$ cat src/rtl/freq_div_pkg.sv
// freq_div_pkg: shared constants and ratio/high-time clamp helpers for freq_divider_prog
package freq_div_pkg;
  localparam int DIV_MIN = 2;
  localparam int DIV_DEFAULT = 50_000_000;
  localparam int FN_W = 32;
  function automatic logic [FN_W-1:0] clamp_n(input logic [FN_W-1:0] n);
    return n < FN_W'(DIV_MIN) ? FN_W'(DIV_MIN) : n;
  endfunction
  function automatic logic [FN_W-1:0] clamp_h(input logic [FN_W-1:0] h, input logic [FN_W-1:0] n);
    return h == '0 ? FN_W'(1) : h >= n ? n - FN_W'(1) : h;
  endfunction
endpackage

$ cat src/rtl/freq_div_shadow.sv
// freq_div_shadow: shadow ratio/duty regs, pending flag, clamping and wrap bypass (duty_in only with FREQ_DIV_DUTY_EN)
module freq_div_shadow
  import freq_div_pkg::*;
#(
  parameter int CNT_W = 26
) (
  input  logic             clk,
  input  logic             reset,
  input  logic             en,
  input  logic             wrap,
  input  logic             div_load,
  input  logic [CNT_W-1:0] div_in,
`ifdef FREQ_DIV_DUTY_EN
  input  logic [CNT_W-1:0] duty_in,
`endif
  output logic             div_pending,
  output logic             apply,
  output logic [CNT_W-1:0] n_new,
  output logic [CNT_W-1:0] h_new
);
  logic [CNT_W-1:0] n_sh, h_sh, n_ld, h_ld;
  always_comb begin
    n_ld = CNT_W'(clamp_n(FN_W'(div_in)));
`ifdef FREQ_DIV_DUTY_EN
    h_ld = CNT_W'(clamp_h(FN_W'(duty_in), FN_W'(n_ld)));
`else
    h_ld = n_ld >> 1;
`endif
    apply = wrap ? (div_pending | div_load) : (!en && div_pending);
    n_new = div_load ? n_ld : n_sh;
    h_new = div_load ? h_ld : h_sh;
  end
  always_ff @(posedge clk) begin
    if (reset) begin
      n_sh        <= '0;
      h_sh        <= '0;
      div_pending <= 1'b0;
    end else begin
      if (div_load) begin
        n_sh <= n_ld;
        h_sh <= h_ld;
      end
      div_pending <= (div_pending | div_load) & !apply;
    end
  end
endmodule

$ cat src/rtl/freq_divider_prog.sv
// freq_divider_prog: programmable clock-enable divider with boundary-aligned reload; FREQ_DIV_DUTY_EN adds duty_in
module freq_divider_prog
  import freq_div_pkg::*;
#(
  parameter int CNT_W     = 26,
  parameter int DIV_RESET = DIV_DEFAULT
) (
  input  logic             clk,
  input  logic             reset,
  input  logic             en,
  input  logic [CNT_W-1:0] div_in,
  input  logic             div_load,
`ifdef FREQ_DIV_DUTY_EN
  input  logic [CNT_W-1:0] duty_in,
`endif
  output logic             div_pending,
  output logic             div_ack,
  output logic             q,
  output logic             tick
);
  logic [CNT_W-1:0] cnt, n_act, h_act, cnt_n, n_n, h_n, n_new, h_new;
  logic wrap, apply;
  always_comb wrap = en && cnt == n_act - CNT_W'(1);
  always_comb begin
    cnt_n = (apply || wrap) ? '0 : en ? cnt + CNT_W'(1) : cnt;
    n_n   = apply ? n_new : n_act;
    h_n   = apply ? h_new : h_act;
  end
  freq_div_shadow #(.CNT_W(CNT_W)) u_shadow (
    .clk         (clk),
    .reset       (reset),
    .en          (en),
    .wrap        (wrap),
    .div_load    (div_load),
    .div_in      (div_in),
`ifdef FREQ_DIV_DUTY_EN
    .duty_in     (duty_in),
`endif
    .div_pending (div_pending),
    .apply       (apply),
    .n_new       (n_new),
    .h_new       (h_new)
  );
  always_ff @(posedge clk) begin
    if (reset) begin
      cnt     <= '0;
      n_act   <= CNT_W'(DIV_RESET);
      h_act   <= CNT_W'(DIV_RESET >> 1);
      q       <= 1'b0;
      tick    <= 1'b0;
      div_ack <= 1'b0;
    end else begin
      cnt     <= cnt_n;
      n_act   <= n_n;
      h_act   <= h_n;
      q       <= cnt_n >= n_n - h_n;
      tick    <= wrap;
      div_ack <= apply;
    end
  end
endmodule

$ cat config.mk
export PLATFORM = sky130hd
export DESIGN_NAME = freq_divider_prog
export DESIGN_NICKNAME = d
export VERILOG_FILES = /design/src/rtl/freq_div_pkg.sv /design/src/rtl/freq_div_shadow.sv /design/src/rtl/freq_divider_prog.sv
export SDC_FILE = /design/constraint.sdc
export NUM_CORES = 1
export LEC_CHECK = 0
export BUFFER_PORTS_ARGS = -buffer_cell sky130_fd_sc_hd__buf_4
export CORE_MARGIN = 1
export CORE_UTILIZATION = 30
export DETAILED_ROUTE_END_ITERATION = 10
export HOLD_SLACK_MARGIN = 0.03
export PLACE_DENSITY_LB_ADDON = 0.08
export SETUP_SLACK_MARGIN = 0.05
export SLEW_MARGIN = 20
export SYNTH_ARGS = -nofsm -noshare
export SYNTH_HDL_FRONTEND = slang
export SYNTH_SLANG_ARGS = --single-unit
export TNS_END_PERCENT = 100
$ cat constraint.sdc
create_clock -name clk -period 10.3 [get_ports clk]
set_clock_uncertainty 0.15 [all_clocks]
set_input_delay 0 -clock clk [delete_from_list [all_inputs] [get_ports clk]]
set_output_delay 0 -clock clk [all_outputs]
set_load 0.01 [all_outputs]
* After elaboration in Yosys (flattened, before gate mapping) *
Cells that the tools add are included.

storage, ports and cells
  register bits after elaboration = 134
  input bits = 30
  output and inout port bits = 4
  word-level logic and storage cells = 30

operators by class
  add/sub/neg operators = 3
  magnitude comparators = 2
  eq/ne operators = 1
  mux-type cells = 8
  bitwise logic cells = 2
  reduce and logical (&&, ||, !) cells = 5

operator list
  cell                                                 number
  two-way mux 26 bit                                   7
  adder 26 x 1 -> 26 bit, second input constant        1
  equality test 26 bit                                 1
  greater-or-equal comparator 26 bit                   1
  < comparator 26 x 2 -> 1 bit, second input constant  1
  subtractor 26 x 1 -> 26 bit, second input constant   1
  subtractor 26 bit                                    1
  logical AND 1 bit                                    2
  zero test 1 bit                                      2
  AND 1 bit                                            1
  logical OR 1 bit                                     1
  two-way mux 1 bit                                    1
  OR 1 bit                                             1

* Logic depth before layout (Yosys ltp) *
  word-level depth = 7
  depth in mapped cells = 34
  depth with buffers taken out = 32

* By module *
A second synthesis with hierarchy kept.

unflattened totals
  cell total of the unflattened synthesis = 965
  area, all modules = 8175.3 um^2

by module, submodules not included
  module             times used  cells each  area an instance (um^2)
  freq_divider_prog  1           702         6065.8
  freq_div_shadow    1           263         2109.5

* Worst setup path after synthesis *
No wires, ideal clock.

  kind = register to register
  from = register n_act[0]
  to = register q
  setup time = 75 ps
  data arrival time = 6744 ps
  required time = 10075 ps
  path slack = 3331 ps
  stages on the path, launching flop included = 30
  path buffers = 2
  clock period less this slack = 6969 ps
  path through = dfxtp_1 inv_1 ha_1 nor3b_2 nand4_1 xnor2_1 or4_1 or4_1 and4bb_1 a31oi_1 buf_2 clkbuf_1 o21ai_0 nand2_1 ha_1 fa_1 nor2b_1 o21ai_0 a21boi_0 o21bai_1 a21oi_1 o31ai_1 a2111oi_0 nor2_1 o311a_1 ha_1 nand4_1 or2_2 a211o_1 a31oi_1

between the ends
  word-level cells in the longest chain between the ends = 7

RTL lines
  what                                RTL line                 source
  from (decl)                         freq_divider_prog.sv:21  logic [CNT_W-1:0] cnt, n_act, h_act, cnt_n, n_n, h_n, n_new, h_new;
  from (signal assigned)              freq_divider_prog.sv:47  n_act <= CNT_W'(DIV_RESET);
  from (signal assigned)              freq_divider_prog.sv:54  n_act <= n_n;
  subtractor 26 x 1 -> 26 bit         freq_divider_prog.sv:23  always_comb wrap = en && cnt == n_act - CNT_W'(1);
  equality test 26 bit                freq_divider_prog.sv:23
  logical AND 1 bit                   freq_divider_prog.sv:23
  two-way mux 1 bit                   freq_div_shadow.sv:29    apply = wrap ? (div_pending | div_load) : (!en && div_pending);
  two-way mux 26 bit                  freq_divider_prog.sv:27  h_n = apply ? h_new : h_act;
  named net h_n[0]                    freq_divider_prog.sv:21
  subtractor 26 bit                   freq_divider_prog.sv:56  q <= cnt_n >= n_n - h_n;
  greater-or-equal comparator 26 bit  freq_divider_prog.sv:56
  to (signal assigned)                freq_divider_prog.sv:56
  to (decl)                           freq_divider_prog.sv:18  output logic q,

The timed path passes the listed nets, and every way through them passes these cells.
A chain may end at the register's enable or synchronous reset.

* Final worst setup path *
  from = register n_act[0]
  to = register q

between the ends
  word-level cells in the longest chain between the ends = 7

RTL lines
  what                                                     RTL line                                          source
  subtractor 26 x 1 -> 26 bit                              freq_divider_prog.sv:23
  equality test 26 bit                                     freq_divider_prog.sv:23
  logical AND 1 bit                                        freq_divider_prog.sv:23
  two-way mux 1 bit                                        freq_div_shadow.sv:29
  two-way mux 26 bit, or another cell as far along         freq_divider_prog.sv:26                           n_n = apply ? n_new : n_act;
  subtractor 26 bit or two-way mux 26 bit (tied branches)  freq_divider_prog.sv:56, freq_divider_prog.sv:25
  greater-or-equal comparator 26 bit *                     freq_divider_prog.sv:56

Every way passes the cells marked *; elsewhere a longest branch is shown, timed or not.

==> metrics.txt <==
status complete, no violations; Rows slightly above 60; Post-CTS Setup Repair Bufs 0; Worst-path clk slew around 0.070 ns; Total Wirelength roughly 26 mm; Worst Tran Pin Value between 0.7 and 0.8 ns; CORE AREA 27,900 um2; fin crit period 8.18 ns; Synth-to-Final Area Change 17.2%; Worst Path Max Fanout a little under 50; syn_area_per_cell roughly 7.7 um2; Residual DRC 0; Synth top area share 31.5%; worst path required time 10.42 ns; wire length per cell ~17 um; top-count cell post-synth dfxtp_1; Initial Util 30.5%; Critical Path Max Stage Delay 0.71 ns; synth cell count leaders 134 x dfxtp_1, 121 x nor3_1, 88 x nor2_1, 81 x o21ai_0, 75 x a21oi_1; hold buffer count at cts 28; I/O pin count 34; sequential area share after synthesis a little under a third; slew margin rel. between 40 and 50%; main flop type after synthesis dfxtp_1; Max Transition Viols Final 0; CTS Root Cell clkbuf_16; RR Startpoint n_act[0]; Vias/cell around 5.0; CTS H-tree lvls 4; final setup margin about 2.1 ns; antenna violations before repair 0; startpoint of the worst hold path reset; FMAX around 120 MHz; Slowest cell on crit path o41ai_1; Inst Count DP between 1,000 and 1,500; RePlAce Congestion around 0.9; most used cell along the critical path a21o_1; pre-CTS WS around 2 ns; die area slightly below 30,000 um2; crit end category flip-flop; max cap viols 0; global-route wire length before repair approximately 41 mm; detailed placement HPWL 18.9 mm; Distinct cells, synth 68; crit path launch type flip-flop; grt total ovfl 0; CTS tree done; die width between 150 and 200 um; Ant. Diodes 0; DR iter-0 viols 499; setup tns final 0 ns; WS Path Type flip-flop to flip-flop; I/O Buffers 33; cell area power density around 160 nW/um2; leading area contributor after synthesis dfxtp_1; via count 7,594; clock sinks approximately 130; CP arrival 8.30 ns; Num CTS Buffers 17; vias in the first global route roughly 7,200; post-synthesis instance area around 8500 um2; global-route usage over all layers 18.4%; period utilization between 70% and 80%; final setup vio count 0; final net count 1,222; Clock Path Buffers 2; Clk Latency, worst-skew pair around 0.43 ns; Worst VDD drop 0.0000842 V; syn nets approximately 1,200; final hold vios 0; RSZ-0062 raised after global routing false; first-pass iteration count of the detailed router 7; DRT antenna net count 0; Synth area leaders dfxtp_1 32%, ha_1 7.8%, nor3_1 7.1%; fin cells between 1,500 and 2,000; Leak about 3.9 nW; PnR Total Power ~1.6 mW; post-synthesis cell count approximately 1,100; Post-synth EDFFs 0; flip-flop and latch count after synthesis 134; Hold WC Path Type input pin to flip-flop; fin util 35.8%; number of gates resized after CTS 0; Worst setup startpoint n_act[0]; share of post-route cells with drive strength above 1 ~7.3%; largest net degree at the start of global routing 76; ys async rst share 0%; Synth warnings 0; Die H roughly 170 um; fillcell total 2,962
-- cells in the final DEF, fill, tap and decap left out, types with 5 or more instances in the layout --
cell | synthesis | routed
nand2b_1 | 14 | 14
and2_1 | 56 | 56
a31oi_1 | 9 | 8
a21oi_1 | 75 | 75
or2_1 | 25 | 25
o21ai_1 | 13 | 12
nand3_1 | 22 | 22
buf_4 | 1 | 42
a21o_1 | 14 | 14
nor4_1 | 11 | 11
nand2_1 | 60 | 60
inv_6 | 0 | 5
xor2_1 | 40 | 40
nor2b_1 | 12 | 12
dfxtp_1 | 134 | 134
ha_1 | 53 | 53
xnor2_1 | 34 | 34
nor3_1 | 121 | 121
nor3b_1 | 5 | 5
o21ai_0 | 81 | 81
o21a_1 | 7 | 7
dlygate4sd3_1 | 0 | 28
or4_1 | 7 | 7
nand4_1 | 13 | 13
and3_1 | 11 | 11
nor2_1 | 88 | 88
clkbuf_16 | 0 | 17
inv_1 | 66 | 65
or3_1 | 7 | 7
-- metrics by stage --
step	hold WS, ns	area (um2)
3_5_place_dp	0.242	9070
3_3_place_gp	0.243	9070
2_1_floorplan	0.0829	8500
5_1_grt	0.118	9970
4_1_cts	0.0814	9970
6_report	0.0591	9970
-- area by class of cell --
cell class / count / area [um2] / share of cell area [%]
clock buffer: 17 / 425 / 4.27
inverter: 66 / 248 / 2.49
sequential: 134 / 2680 / 26.9
tap: 378 / 473 / 4.74
timing repair buffer: 70 / 596 / 5.97
multi-input combinational: 849 / 5360 / 53.7
clock inverter: 14 / 188 / 1.88
-- logic make-up (layout without fill, tap and decap cells) --
family	count (synthesis)	after routing	share of synthesized area [%]
compound gates	249	249	17.5
flops	134	134	31.5
simple gates	470	470	29.0
xor+xnor	74	74	7.62
fa+ha+maj	54	54	8.03
mux	2	2	0.235
buf+inv	127	167	6.00
-- power by group --
part           leakage, nW  switching [mW]  internal [mW]
logic                 2.54           0.223          0.156
clock network        0.291           0.273          0.387
registers             1.10          0.0184          0.542
total                 3.93           0.514           1.09
-- worst max-delay path, delay by kind of cell (launching register included) --
kind / cells / cell delay, ns
AO/OA/AOI/OAI: 14 / 3.29
XOR/XNOR: 2 / 0.33
adder cells (fa/ha/maj): 3 / 0.67
buffers and inverters: 2 / 0.56
flip-flops: 1 / 0.36
AND/OR/NAND/NOR: 9 / 2.66
-- final timing paths --
kind / to / slack [ns] / cells after the start
setup / recovery: q / 2.12 / 30
hold / removal: cnt[0] / 0.06 / 5
setup reg to reg: q / 2.12 / 30
hold reg to reg: u_shadow.h_sh[0] / 0.34 / 2
-- state kept, by name, indices dropped and copies added, names as in the netlist --
register / flops
h_act: 26
cnt: 26
n_act: 26
u_shadow.n_sh: 26
div_ack: 1
u_shadow.h_sh: 26
tick: 1
q: 1
u_shadow.div_pending: 1
-- routing by layer --
metal	global-route usage [%]	vias to the layer above	routed length [um]
met5	0	-	0
met4	4.90	0	248
met3	1.86	16	694
met2	27.2	126	10700
met1	28.1	3504	14000
li1	-	3948	-
Note: power is estimated with default switching activity, not from simulation.
